==> config.mk <==
export PLATFORM = sky130hd
export DESIGN_NAME = uart_cmd_rx
export DESIGN_NICKNAME = d
export VERILOG_FILES = /design/src/rtl/matador_cmd_pkg.sv /design/src/rtl/uart_rx_core.sv /design/src/rtl/uart_cmd_rx.sv
export SDC_FILE = /design/constraint.sdc
export NUM_CORES = 1
export LEC_CHECK = 0
export CAP_MARGIN = 20
export CORE_MARGIN = 2
export CORE_UTILIZATION = 30
export DETAILED_ROUTE_END_ITERATION = 10
export GPL_TIMING_DRIVEN = 0
export PLACE_DENSITY_LB_ADDON = 0.3
export SYNTH_ARGS = -nofsm -noshare
export SYNTH_HDL_FRONTEND = slang
export SYNTH_SLANG_ARGS = --single-unit
==> constraint.sdc <==
create_clock -name clk -period 1.8 [get_ports clk]
set_input_delay 0.36 -clock clk [delete_from_list [all_inputs] [get_ports clk]]
set_output_delay 0.36 -clock clk [all_outputs]
set_load 0.05 [all_outputs]
==> src/rtl/matador_cmd_pkg.sv <==
// Shared drive-command definitions for the robot transmitter and the base-station receiver.
package matador_cmd_pkg;

  typedef enum logic [2:0] {
    CMD_STOP  = 3'd0,
    CMD_FWD   = 3'd1,
    CMD_BACK  = 3'd2,
    CMD_LEFT  = 3'd3,
    CMD_RIGHT = 3'd4,
    CMD_HORN  = 3'd5
  } cmd_t;

  localparam logic [7:0] ASC_STOP  = 8'h53;  // 'S'
  localparam logic [7:0] ASC_FWD   = 8'h46;  // 'F'
  localparam logic [7:0] ASC_BACK  = 8'h42;  // 'B'
  localparam logic [7:0] ASC_LEFT  = 8'h4C;  // 'L'
  localparam logic [7:0] ASC_RIGHT = 8'h52;  // 'R'
  localparam logic [7:0] ASC_HORN  = 8'h48;  // 'H'

  // Receiver state machine encoding
  typedef enum logic [2:0] {
    RX_IDLE,
    RX_START,
    RX_DATA,
    RX_STOP,
    RX_BREAK
  } rx_state_t;

  // Result of decoding one received byte
  typedef struct packed {
    logic valid;
    cmd_t cmd;
  } cmd_dec_t;

  function automatic logic [7:0] cmd_to_ascii(input cmd_t cmd);
    logic [7:0] ascii;
    case (cmd)
      CMD_STOP:  ascii = ASC_STOP;
      CMD_FWD:   ascii = ASC_FWD;
      CMD_BACK:  ascii = ASC_BACK;
      CMD_LEFT:  ascii = ASC_LEFT;
      CMD_RIGHT: ascii = ASC_RIGHT;
      CMD_HORN:  ascii = ASC_HORN;
      default:   ascii = ASC_STOP;
    endcase
    return ascii;
  endfunction

  // Only the exact upper-case characters are commands; anything else is reported invalid.
  function automatic cmd_dec_t ascii_to_cmd(input logic [7:0] ascii);
    cmd_dec_t dec;
    dec.valid = 1'b1;
    dec.cmd   = CMD_STOP;
    case (ascii)
      ASC_STOP:  dec.cmd = CMD_STOP;
      ASC_FWD:   dec.cmd = CMD_FWD;
      ASC_BACK:  dec.cmd = CMD_BACK;
      ASC_LEFT:  dec.cmd = CMD_LEFT;
      ASC_RIGHT: dec.cmd = CMD_RIGHT;
      ASC_HORN:  dec.cmd = CMD_HORN;
      default:   dec.valid = 1'b0;
    endcase
    return dec;
  endfunction

endpackage

==> src/rtl/uart_rx_core.sv <==
// 8N1 UART receiver: input synchroniser, start-bit qualification, LSB-first
// data capture, stop-bit check and line-break hold-off.
module uart_rx_core #(
  parameter int CLKS_PER_BIT = 434,
  parameter int SYNC_STAGES  = 2
) (
  input  logic       clk,
  input  logic       rst_n,
  input  logic       uart_in,
  output logic [7:0] rx_byte,
  output logic       rx_byte_valid,
  output logic       frame_err
);
  import matador_cmd_pkg::*;

  localparam int CW = $clog2(CLKS_PER_BIT);
  localparam logic [CW-1:0] CNT_LAST = CW'(CLKS_PER_BIT - 1);
  localparam logic [CW-1:0] CNT_HALF = CW'(CLKS_PER_BIT / 2);

  logic [SYNC_STAGES-1:0] sync_q, sync_d;
  logic [SYNC_STAGES-1:0] settle_q, settle_d;
  logic                   armed_q, armed_d;
  logic                   rx_prev_q, rx_prev_d;
  rx_state_t              state_q, state_d;
  logic [CW-1:0]          cnt_q, cnt_d;
  logic [2:0]             bit_idx_q, bit_idx_d;
  logic [7:0]             shift_q, shift_d;
  logic [7:0]             rx_byte_q, rx_byte_d;
  logic                   rx_byte_valid_q, rx_byte_valid_d;
  logic                   frame_err_q, frame_err_d;
  logic                   rx_s;

  assign rx_s          = sync_q[SYNC_STAGES-1];
  assign rx_byte       = rx_byte_q;
  assign rx_byte_valid = rx_byte_valid_q;
  assign frame_err     = frame_err_q;

  // Next-state logic; the receiver only arms once the synchroniser has flushed its
  // reset preset and shows a genuinely high line, so a line held low through reset
  // cannot fake a start bit.
  always_comb begin
    sync_d          = {sync_q[SYNC_STAGES-2:0], uart_in};
    settle_d        = {settle_q[SYNC_STAGES-2:0], 1'b1};
    armed_d         = armed_q | (settle_q[SYNC_STAGES-1] & rx_s);
    rx_prev_d       = rx_s;
    state_d         = state_q;
    cnt_d           = cnt_q;
    bit_idx_d       = bit_idx_q;
    shift_d         = shift_q;
    rx_byte_d       = rx_byte_q;
    rx_byte_valid_d = 1'b0;
    frame_err_d     = 1'b0;

    case (state_q)
      RX_IDLE: begin
        cnt_d     = '0;
        bit_idx_d = '0;
        if (armed_q && rx_prev_q && !rx_s) begin
          state_d = RX_START;
        end
      end
      RX_START: begin
        if (cnt_q == CNT_HALF) begin
          cnt_d   = '0;
          state_d = rx_s ? RX_IDLE : RX_DATA;
        end else begin
          cnt_d = cnt_q + 1'b1;
        end
      end
      RX_DATA: begin
        if (cnt_q == CNT_LAST) begin
          cnt_d             = '0;
          shift_d[bit_idx_q] = rx_s;
          if (bit_idx_q == 3'd7) begin
            state_d = RX_STOP;
          end else begin
            bit_idx_d = bit_idx_q + 3'd1;
          end
        end else begin
          cnt_d = cnt_q + 1'b1;
        end
      end
      RX_STOP: begin
        if (cnt_q == CNT_LAST) begin
          cnt_d = '0;
          if (rx_s) begin
            rx_byte_d       = shift_q;
            rx_byte_valid_d = 1'b1;
            state_d         = RX_IDLE;
          end else begin
            frame_err_d = 1'b1;
            state_d     = RX_BREAK;
          end
        end else begin
          cnt_d = cnt_q + 1'b1;
        end
      end
      RX_BREAK: begin
        cnt_d = '0;
        if (rx_s) begin
          state_d = RX_IDLE;
        end
      end
      default: begin
        cnt_d   = '0;
        state_d = RX_IDLE;
      end
    endcase
  end

  // State register; synchroniser presets to the idle-high line level.
  always_ff @(posedge clk or negedge rst_n) begin
    if (!rst_n) begin
      sync_q          <= '1;
      settle_q        <= '0;
      armed_q         <= 1'b0;
      rx_prev_q       <= 1'b1;
      state_q         <= RX_IDLE;
      cnt_q           <= '0;
      bit_idx_q       <= '0;
      shift_q         <= '0;
      rx_byte_q       <= '0;
      rx_byte_valid_q <= 1'b0;
      frame_err_q     <= 1'b0;
    end else begin
      sync_q          <= sync_d;
      settle_q        <= settle_d;
      armed_q         <= armed_d;
      rx_prev_q       <= rx_prev_d;
      state_q         <= state_d;
      cnt_q           <= cnt_d;
      bit_idx_q       <= bit_idx_d;
      shift_q         <= shift_d;
      rx_byte_q       <= rx_byte_d;
      rx_byte_valid_q <= rx_byte_valid_d;
      frame_err_q     <= frame_err_d;
    end
  end

endmodule

==> src/rtl/uart_cmd_rx.sv <==
// Drive-command receiver: UART byte reception plus a registered command decode
// presented on a valid/ready handshake where the newest command always wins.
module uart_cmd_rx
  import matador_cmd_pkg::*;
#(
  parameter int CLKS_PER_BIT = 434,
  parameter int SYNC_STAGES  = 2
) (
  input  logic       clk,
  input  logic       rst_n,
  input  logic       uart_in,
  output cmd_t       cmd_out,
  output logic       cmd_valid,
  input  logic       cmd_ready,
  output logic [7:0] rx_byte,
  output logic       rx_byte_valid,
  output logic       frame_err,
  output logic       unknown_err,
  output logic       overrun_err
);

  logic [7:0] core_byte;
  logic       core_valid;
  cmd_dec_t   dec;
  logic       hit;
  cmd_t       cmd_out_q, cmd_out_d;
  logic       cmd_valid_q, cmd_valid_d;
  logic       unknown_err_q, unknown_err_d;
  logic       overrun_err_q, overrun_err_d;

  uart_rx_core #(
    .CLKS_PER_BIT(CLKS_PER_BIT),
    .SYNC_STAGES (SYNC_STAGES)
  ) u_core (
    .clk          (clk),
    .rst_n        (rst_n),
    .uart_in      (uart_in),
    .rx_byte      (core_byte),
    .rx_byte_valid(core_valid),
    .frame_err    (frame_err)
  );

  assign rx_byte       = core_byte;
  assign rx_byte_valid = core_valid;
  assign cmd_out       = cmd_out_q;
  assign cmd_valid     = cmd_valid_q;
  assign unknown_err   = unknown_err_q;
  assign overrun_err   = overrun_err_q;

  // Decode and handshake: a new command overrides any pending one; it only counts
  // as an overrun if the pending one was not being accepted in that same cycle.
  always_comb begin
    dec           = ascii_to_cmd(core_byte);
    hit           = core_valid & dec.valid;
    cmd_out_d     = hit ? dec.cmd : cmd_out_q;
    cmd_valid_d   = cmd_valid_q;
    if (hit) begin
      cmd_valid_d = 1'b1;
    end else if (cmd_valid_q && cmd_ready) begin
      cmd_valid_d = 1'b0;
    end
    unknown_err_d = core_valid & ~dec.valid;
    overrun_err_d = hit & cmd_valid_q & ~cmd_ready;
  end

  // Command output register
  always_ff @(posedge clk or negedge rst_n) begin
    if (!rst_n) begin
      cmd_out_q     <= CMD_STOP;
      cmd_valid_q   <= 1'b0;
      unknown_err_q <= 1'b0;
      overrun_err_q <= 1'b0;
    end else begin
      cmd_out_q     <= cmd_out_d;
      cmd_valid_q   <= cmd_valid_d;
      unknown_err_q <= unknown_err_d;
      overrun_err_q <= overrun_err_d;
    end
  end

endmodule

Word level (Yosys, flattened, before mapping). Cells that the tools add are included.

Add/subtract/negate cells: 2. Magnitude comparators: 2. Equal/unequal tests: 20. Muxes and demuxes: 28. Bitwise gates (word level): 8. Reduce and logical (&&, ||, !) cells: 14.

Operators with widths (count): equality test 8 x 7 -> 1 bit (second input constant) (6); case mux 3 bit (5 select lines) (2); 2-to-1 mux 3 bit (9); 2-to-1 mux 9 bit (2); case mux 9 bit (2 select lines) (1); != test 2 x 1 -> 1 bit (second input constant) (6); 2-to-1 mux 1 bit (10); adder 9 x 1 -> 9 bit (second input constant) (1); equality test 9 x 8 -> 1 bit (second input constant) (1); equality test 9 bit (second input constant) (1); bitwise mux 8 bit (1); equality test 3 x 2 -> 1 bit (second input constant) (2); equality test 3 bit (second input constant) (2); case mux 3 bit (2 select lines) (1); AND reduction 3 bit (2); AND reduction 6 bit (1); OR reduction 6 bit (1); bitwise AND 1 bit (5); logical AND 1 bit (4); < comparator 3 x 4 -> 1 bit (second input constant) (1); nonzero test 2 bit (2); adder 3 x 1 -> 3 bit (second input constant) (1); demux 1 bit (select 3 bit) (1); equality test 3 x 1 -> 1 bit (second input constant) (1); other kinds (9) (10).

Register bits: 45. Input bits: 4. Output and inout port bits: 16. Word-level logic and storage cells: 89.

Longest topological paths before layout. Gate-level depths: netlist (run 1).

Word-level depth: 6. Gate-level depth with buffers: 8. Mapped depth without buffers: 6.

Modules after synthesis. A second synthesis (run 1) with hierarchy kept.

Cell total of the unflattened synthesis: 178. Area, all modules: 2137.0 um^2.

By module, submodules not included: uart_rx_core (times used 1, cells an instance 150, area each 1818.0 um^2, sequential area each 979.7 um^2); uart_cmd_rx (times used 1, cells an instance 28, area each 319.1 um^2, sequential area each 150.1 um^2).

Worst setup path before layout (run 1). OpenSTA, ideal clock, no wires.

Path kind: reg2reg. From: register u_core.rx_byte_q[0], in the netlist u_core.rx_byte[0]. To: register cmd_out_q[2], in the netlist cmd_out[2]. Library setup time: 0.125 ns. Arrival time: 1.864 ns. Slack: -0.189 ns. Cell stages (with the launch flop): 5. Path buffers: 0. Cells stage by stage: dfrtp_1 > or4b_4 > nor3b_4 > a32oi_2 > mux2_4.

Longest elaborated chain between the ends: 4.

RTL lines: start, declared (RTL line uart_rx_core.sv:28) `logic [7:0] rx_byte_q, rx_byte_d;`; start signal, assigned (RTL line uart_rx_core.sv:134) `rx_byte_q <= rx_byte_d;`; equality test 8 x 7 -> 1 bit (RTL line matador_cmd_pkg.sv:54) `case (ascii)`; OR reduction 6 bit (no source line); 2-to-1 mux 1 bit (RTL line matador_cmd_pkg.sv:54); bitwise AND 1 bit (RTL line uart_cmd_rx.sv:54) `hit = core_valid & dec.valid;`; end signal, assigned (RTL line uart_cmd_rx.sv:74) `cmd_out_q <= cmd_out_d;`; end, declared (RTL line uart_cmd_rx.sv:26) `cmd_t cmd_out_q, cmd_out_d;`.

Several ways; a longest one is shown, not always the timed one. A chain may end at the register's enable or synchronous reset.

Worst setup path in the final report (run 1).
From: register u_core.cnt_q[1]. To: register u_core.rx_byte_q[1], in the netlist u_core.rx_byte[1].

Longest elaborated chain between the ends: 2.

RTL lines: start, declared (RTL line uart_rx_core.sv:25) `logic [CW-1:0] cnt_q, cnt_d;`; start signal, assigned (RTL line uart_rx_core.sv:131) `cnt_q <= cnt_d;`; equality test 9 bit (RTL line uart_rx_core.sv:84) `if (cnt_q == CNT_LAST) begin`; AND reduction 3 bit (no source line).

Every way passes these cells.

==> run summary, run 1 <==
• antenna violations before repair: 0
• Die Width: 87.4 µm
• slew at the pin with the worst max-slew slack: 0.499 ns
• number of nets with antenna violations after detailed routing: 0
• maximum net fanout on the critical path: 6
• Die Y-Extent: 87.4 µm
• max-slew headroom at the worst pin: 66.6%
• die footprint: 7640 µm²
• static power due to leakage: 1.31 nW
• diode count: 0
• status: finished with violations
• number of global-route vias before repair: 1,444
• part of the cycle the worst path needs: 101%
• max frequency: 551 MHz
• path type of the worst setup path: reg2reg
• post-synthesis instance area: 2090 µm²
• first-pass GRT wire length: 6960 µm
• area growth from synthesis to final layout: 30.5%
• clock-pin slew on the worst setup and hold paths: 0.09 ns
• Peak supply drop: 0.462 mV
• final setup fails: 5
• violated checks: negative setup slack
• Initial Util: 30.9%
• CP Data Arrival Time: 1.99 ns
• drt first-iter violations: 80
• Avg Inst Size Synth: 11.5 µm²
• Post-Place Worst Slack: -0.207 ns
• post-synth net total: 189
• number of nets in the final layout: 226
• CTS tree: done
• share of post-route cells with drive strength above 1: 31.1%
• count of different cell masters after synthesis: 52
• insertion delay to the later sink of the worst-skew pair: 0.30 ns
• most used routing layer: met2
• largest net degree at the start of global routing: 38
• overall routed net length: 4130 µm
• fraction of registers with async set/reset: 100%
• clk buf depth: 2
• crit path setup slack, layout: -0.0146 ns
• end-of-flow core utilization: 40.3%
• flip-flop cell with the highest count after synthesis: sky130_fd_sc_hd__dfrtp_1
• launching element type of the critical path: flop
• Vias per Instance: 4.97
• total count of max-transition violations in the final report: 0
• global routing usage summed across all routing layers: 11.7%
• Fillers: 655
• detailed-router iteration count before antenna repair: 4
• floorplan core area: 6760 µm²
• power density cells: 821 nW/µm²
• CTS Buf Count: 5
• Required @ worst endpoint: 1.97 ns
• deepest level of the CTS H-tree: 2
• row count: 30
• cell at the root of the clock tree: sky130_fd_sc_hd__clkbuf_8
• GR met2 Demand/Resource: 17.6%
• Num Clock Sinks: 45
• mean routed wirelength per cell: 13.8 µm
• Post-Synthesis Cells: 181
• via count: 1,486
• final period demand of the worst path: 1.81 ns
• Syn. warnings: 0
• final hold violation count: 0
• register area share after synthesis: 54.1%
• maximum capacitance violations: 0
• Min-Delay Path Class: reg2reg
• Crit. End Element: flop
• flop and latch count out of synthesis: 45
• HPWL after detailed placement: 2590 µm
• DRC violation count after routing: 0
• GR Util met1: 15.6%
• RSZ-0062 raised after global routing: true
• I/O pin cnt: 20
• number of flops mapped to enable cells by yosys: 0
• Placer Congestion: 0.753
• GR Layer Usage met3: 3.79%
• number of input and output port buffers inserted: 19
• grt total ovfl: 0
• Layout Skew: 0.0144 ns
-- cell usage after synthesis, types with 2 or more instances --
| library cell | n | area, µm² |
|---|---|---|
| sky130_fd_sc_hd__nand3_1 | 7 | 35.0 |
| sky130_fd_sc_hd__a21oi_1 | 3 | 15.0 |
| sky130_fd_sc_hd__clkbuf_1 | 4 | 15.0 |
| sky130_fd_sc_hd__inv_1 | 3 | 11.3 |
| sky130_fd_sc_hd__mux2_2 | 14 | 158 |
| sky130_fd_sc_hd__o31ai_1 | 2 | 15.0 |
| sky130_fd_sc_hd__buf_6 | 2 | 22.5 |
| sky130_fd_sc_hd__o311ai_0 | 2 | 17.5 |
| sky130_fd_sc_hd__nor4_1 | 2 | 12.5 |
| sky130_fd_sc_hd__nor3_1 | 5 | 25.0 |
| sky130_fd_sc_hd__dfrtp_1 | 42 | 1050 |
| sky130_fd_sc_hd__and3_1 | 3 | 18.8 |
| sky130_fd_sc_hd__nor2_1 | 20 | 75.1 |
| sky130_fd_sc_hd__a22o_2 | 2 | 20.0 |
| sky130_fd_sc_hd__o211ai_1 | 3 | 22.5 |
| sky130_fd_sc_hd__nand2_1 | 11 | 41.3 |
| sky130_fd_sc_hd__o21ai_0 | 3 | 15.0 |
| sky130_fd_sc_hd__o21bai_1 | 2 | 15.0 |
| sky130_fd_sc_hd__nand2b_1 | 3 | 18.8 |
| sky130_fd_sc_hd__xor2_1 | 6 | 52.6 |
| sky130_fd_sc_hd__ha_1 | 4 | 50.1 |
| sky130_fd_sc_hd__and4_1 | 2 | 17.5 |
| sky130_fd_sc_hd__xnor2_1 | 2 | 17.5 |
| sky130_fd_sc_hd__nand4_1 | 4 | 25.0 |
| sky130_fd_sc_hd__dfstp_2 | 3 | 78.8 |
-- routing by layer --
metal	vias to the layer above	wire, µm
li1	729	-
met1	734	1940
met2	21	2030
met3	2	139
met4	0	29
met5	-	0
-- cell usage in the layout (no fill, tap or decap), types with 2 or more instances in the layout --
master	synthesis	final
sky130_fd_sc_hd__mux2_2	14	7
sky130_fd_sc_hd__mux2_4	1	8
sky130_fd_sc_hd__inv_1	3	3
sky130_fd_sc_hd__clkdlybuf4s50_1	0	2
sky130_fd_sc_hd__dfrtp_2	0	5
sky130_fd_sc_hd__dlymetal6s2s_1	0	2
sky130_fd_sc_hd__a22o_2	2	2
sky130_fd_sc_hd__xnor2_1	2	2
sky130_fd_sc_hd__dfrtp_1	42	37
sky130_fd_sc_hd__nand3_1	7	7
sky130_fd_sc_hd__o211ai_1	3	3
sky130_fd_sc_hd__clkbuf_8	0	6
sky130_fd_sc_hd__nand2b_1	3	3
sky130_fd_sc_hd__a21oi_1	3	3
sky130_fd_sc_hd__clkbuf_2	0	2
sky130_fd_sc_hd__dlygate4sd2_1	0	13
sky130_fd_sc_hd__o311ai_0	2	2
sky130_fd_sc_hd__and4_1	2	2
sky130_fd_sc_hd__o21ai_0	3	2
sky130_fd_sc_hd__buf_6	2	3
sky130_fd_sc_hd__nand2_1	11	11
sky130_fd_sc_hd__and3_1	3	2
sky130_fd_sc_hd__dfstp_2	3	3
sky130_fd_sc_hd__nor3_4	0	2
sky130_fd_sc_hd__nor3_2	0	2
sky130_fd_sc_hd__nor4_4	0	2
sky130_fd_sc_hd__xor2_1	6	6
sky130_fd_sc_hd__o31ai_1	2	2
sky130_fd_sc_hd__nand4_1	4	4
sky130_fd_sc_hd__ha_1	4	4
sky130_fd_sc_hd__nor2_1	20	20
sky130_fd_sc_hd__buf_4	0	10
-- where the power goes --
group	leakage, nW	switching (mW)	total [mW]	internal [mW]
registers	0.583	0.0894	1.19	1.10
clock network	0.0574	0.345	0.796	0.452
logic	0.667	0.130	0.256	0.126
total	1.31	0.564	2.24	1.67
-- cells by family (layout without fill, tap and decap cells) --
kind of cell    count (synthesis)  count (layout)  synth area share [%]
simple gates                   70              70                  18.7
flops                          45              45                  54.1
compound gates                 26              26                  9.59
mux                            16              16                  8.75
buf+inv                        11              49                  2.94
xor+xnor                        8               8                  3.36
fa+ha+maj                       4               4                  2.40
other cells                     1               1                 0.180
-- state kept, by name, summed over array words and instances, names as in the netlist, 2 cells and up --
name	count
u_core.sync_q	2
u_core.state_q	3
cmd_out	3
u_core.shift_q	8
u_core.rx_byte	8
u_core.bit_idx_q	3
u_core.settle_q	2
u_core.cnt_q	9
-- stage by stage --
| step | hold slack (ns) | total power [mW] | std cells | setup TNS (ns) | area [µm²] |
|---|---|---|---|---|---|
| after global placement | 0.331 | 1.42 | 280 | -43.97 | 2380 |
| after global routing | 0.365 | 2.37 | 299 | -2.02 | 2730 |
| after floorplan | 0.0644 | 1.35 | 181 | -0.154 | 2090 |
| final | 0.358 | 2.24 | 299 | -0.0270 | 2730 |
| after detailed placement | 0.243 | 1.43 | 281 | -3.03 | 2400 |
| after CTS | 0.359 | 2.28 | 296 | -0.00950 | 2630 |
-- final cells by class --
class | count | area [µm²] | area share (%)
multi-input combinational | 125 | 1020 | 37.4
clock buffer | 6 | 82.6 | 3.03
timing repair buffer | 32 | 285 | 10.5
sequential | 45 | 1140 | 41.7
tap | 80 | 100 | 3.67
inverter | 3 | 11.3 | 0.413
clock inverter | 2 | 37.5 | 1.38
buffer | 6 | 53.8 | 1.97
-- worst max-delay path, cell delays in order (launching register included) --
cell and delay [ns]:
sky130_fd_sc_hd__dfrtp_1 0.39, sky130_fd_sc_hd__inv_1 0.06, sky130_fd_sc_hd__ha_1 0.13, sky130_fd_sc_hd__and4b_1 0.21
sky130_fd_sc_hd__buf_6 0.12, sky130_fd_sc_hd__and2_4 0.14, sky130_fd_sc_hd__and3_4 0.21, sky130_fd_sc_hd__buf_8 0.14
sky130_fd_sc_hd__mux2_4 0.30
-- path summary, 6_finish.rpt --
| kind | start | endpoint | slack [ns] | cells past startpoint |
|---|---|---|---|---|
| hold / removal | u_core.sync_q[0]$_DFF_PN1_ | u_core.sync_q[1]$_DFF_PN1_ | 0.36 | 0 |
| hold reg to reg | u_core.sync_q[0]$_DFF_PN1_ | u_core.sync_q[1]$_DFF_PN1_ | 0.36 | 0 |
| setup reg to reg | u_core.cnt_q[1]$_DFF_PN0_ | u_core.rx_byte[1]$_DFFE_PN0P_ | -0.01 | 8 |
| setup / recovery | u_core.cnt_q[1]$_DFF_PN0_ | u_core.rx_byte[1]$_DFFE_PN0P_ | -0.01 | 8 |
| max in group asynchronous | rst_n | u_core.sync_q[0]$_DFF_PN1_ | 0.81 | 3 |
| min in group asynchronous | rst_n | cmd_out[0]$_DFFE_PN0P_ | 0.45 | 2 |
-- timing repair --
item | CTS | global route
gates cloned | 1 | 0
hold endpoints to repair | 8 | 0
hold buffers | 1 | 0
endpoints found under the setup margin | 40 | 32
resized for setup | 33 | 17
pin swaps | 4 | 6
buffers inserted | 6 | 4
Power figures use the tool's default switching activity.
==> run 2: changes to the inputs <==
Settings changed: CORE_MARGIN 2 to not set, SYNTH_HIERARCHICAL set to 1.
==> run summary, run 2 <==
• status: completed
• global routing usage summed across all routing layers: 12.2%
• Syn. warnings: 6
• worst reg2reg setup slack: 0.03 ns
• number of nets in the final layout: 219
• register with the highest flop count: u_core/cnt_q
• clk buf depth: 2
• slew at the pin with the worst max-slew slack: 0.557 ns
• maximum net fanout on the critical path: 9
• top library cells by usage in the layout, fill and taps aside: sky130_fd_sc_hd__dfrtp_1, sky130_fd_sc_hd__dlygate4sd2_1, sky130_fd_sc_hd__mux2_2
• insertion delay to the later sink of the worst-skew pair: 0.29 ns
• detailed-router iteration count before antenna repair: 4
• number of cells on the worst reg-to-reg path: 5
• Layout Skew: 0.0124 ns
• number of global-route vias before repair: 1,488
• Post-Synthesis Cells: 178
• overall routed net length: 4210 µm
• top cells by instance count after synthesis: sky130_fd_sc_hd__dfrtp_1, sky130_fd_sc_hd__mux2_2, sky130_fd_sc_hd__nand3_1
• Largest register FFs: 9
• cell area after placement: 2470 µm²
• number of input and output port buffers inserted: 19
• share of post-route cells with drive strength above 1: 27.4%
• RSZ-0062 raised after global routing: true
• CTS Buf Count: 5
• drt first-iter violations: 76
• flop and latch count out of synthesis: 45
• most common library cell in the layout ignoring fill and taps: sky130_fd_sc_hd__dfrtp_1
• Num Clock Sinks: 45
• Vias per Instance: 4.99
• final period demand of the worst path: 1.77 ns
• reg2reg start: u_core/cnt_q[3]$_DFF_PN0_
• Final Non-Filler Cells: 308
• count of different cell masters after synthesis: 50
• grt total ovfl: 0
• capture point of the worst reg-to-reg path: u_core/rx_byte[5]$_DFFE_PN0P_
• Avg Inst Size Synth: 12.0 µm²
• DRC violation count after routing: 0
• floorplan core area: 6830 µm²
• fraction of registers with async set/reset: 100%
• Min-Delay Path Class: in2async
• final setup fails: 0
• Initial Util: 31.3%
• HPWL after detailed placement: 2800 µm
• flip-flop cell with the highest count after synthesis: sky130_fd_sc_hd__dfrtp_1
• part of the cycle the worst path needs: 98.3%
• list of cells traversed by the critical path: nand4bb_1 > buf_2 > nor4_4 > buf_12 > mux2_2
• cells taking the most area after synthesis: sky130_fd_sc_hd__dfrtp_1, sky130_fd_sc_hd__mux2_2, sky130_fd_sc_hd__dfstp_2
• CP Data Arrival Time: 1.95 ns
• capture point of the critical path: u_core/rx_byte[5]$_DFFE_PN0P_
• post-synth top area cell: sky130_fd_sc_hd__dfrtp_1
• launching element type of the critical path: flop
• via count: 1,537
• Critical Path Start: u_core/cnt_q[3]$_DFF_PN0_
• number of cells in the design after placement: 294
• antenna violations before repair: 0
• most repeated cell in the gate-level netlist after synthesis: sky130_fd_sc_hd__dfrtp_1
• Die Width: 86.4 µm
• largest net degree at the start of global routing: 25
• max frequency: 565 MHz
• register area share after synthesis: 52.9%
• maximum capacitance violations: 0
• first-pass GRT wire length: 7210 µm
• Finished Cell Area: 2710 µm²
• post-synthesis instance area: 2140 µm²
• I/O pin cnt: 20
• number of nets with antenna violations after detailed routing: 0
• power density cells: 844 nW/µm²
• Required @ worst endpoint: 1.98 ns
• delay of the slowest critical-path stage: 0.46 ns
• Placer Congestion: 0.792
• Crit. End Element: flop
• deepest level of the CTS H-tree: 2
• cell at the root of the clock tree: sky130_fd_sc_hd__clkbuf_8
• final hold violation count: 0
• CTS tree: done
• Die Y-Extent: 86.4 µm
• mean routed wirelength per cell: 13.7 µm
• critical path's slowest cell: sky130_fd_sc_hd__dfrtp_1
• diode count: 0
• clock-pin slew on the worst setup and hold paths: 0.09 ns
• max-slew headroom at the worst pin: 62.9%
• area share of the largest cell type after synthesis: 49.2%
• row count: 30
• die footprint: 7460 µm²
• post-synth net total: 186
• Peak supply drop: 0.417 mV
• total count of max-transition violations in the final report: 0
• number of flops mapped to enable cells by yosys: 0
• path type of the worst setup path: reg2reg
• static power due to leakage: 1.21 nW
• area growth from synthesis to final layout: 26.9%
• hold bufs inserted after CTS: 0
run 2: layout make-up:
type                       count  area [µm²]
clock inverter                 1        30.0
buffer                         6        32.5
clock buffer                   7        86.3
inverter                       4        15.0
fill                         702        4120
multi-input combinational    122        1030
tap                           96         120
timing repair buffer          27         270
sequential                    45        1130
run 2: metal layers:
metal  part of all wire [%]  global-route usage [%]
met5                      0                       0
met4                    1.6                    3.94
met3                    3.3                    2.76
met2                     46                    17.8
met1                     49                    18.0
run 2: kinds of logic after synthesis:
family	Yosys count	share of synthesized area [%]
buf+inv	11	2.11
other cells	1	0.175
mux	18	9.37
fa+ha+maj	4	2.34
simple gates	62	19.4
compound gates	34	12.5
xor+xnor	3	1.23
flops	45	52.9
run 2: how the worst min path moves through the flow:
| stage | startpoint | end | slack (ns) |
|---|---|---|---|
| final | rst_n | u_core/cnt_q[6]$_DFF_PN0_ | 0.05 |
| after global routing | rst_n | u_core/cnt_q[6]$_DFF_PN0_ | 0.09 |
| after CTS | rst_n | u_core/cnt_q[8]$_DFF_PN0_ | 0.07 |
| after detailed placement | u_core/settle_q[0]$_DFF_PN0_ | u_core/settle_q[1]$_DFF_PN0_ | 0.34 |
| after global placement | u_core/settle_q[0]$_DFF_PN0_ | u_core/settle_q[1]$_DFF_PN0_ | 0.33 |
| after floorplan | rst_n | cmd_out[0]$_DFFE_PN0P_ | 0.06 |
run 2: per-stage QoR:
stage | worst slack (ns) | total power [mW] | util [%] | hold WS [ns] | TNS, ns
after floorplan | 0.0331 | 1.35 | - | 0.0644 | 0
after detailed placement | -0.298 | 1.45 | 36.2 | 0.336 | -4.01
final | 0.0303 | 2.29 | 39.7 | 0.0511 | 0
after global routing | -0.0707 | 2.41 | 39.7 | 0.0881 | -1.08
after CTS | 0.0106 | 2.28 | 38.7 | 0.0685 | 0
after global placement | -0.974 | 1.43 | 35.8 | 0.333 | -45.85
run 2: worst max-delay path: cells and delay by family, from the launching register on:
kind,cells,cell delay (ns)
muxes,1,0.33
and+or+nand+nor,2,0.48
DFF,1,0.46
buffers and inverters,2,0.38
run 2: power breakdown:
part / total, mW / internal, mW / leakage, nW / switching (mW)
clock: 0.785 / 0.453 / 0.0585 / 0.332
combinational: 0.363 / 0.170 / 0.554 / 0.193
sequential: 1.14 / 1.08 / 0.599 / 0.0656
run 2: what timing repair did:
action	in CTS	in global routing
endpoints found under the setup margin	33	31
hold endpoints to repair	0	0
buffers inserted	7	0
resized for setup	16	19
pin swaps	3	2
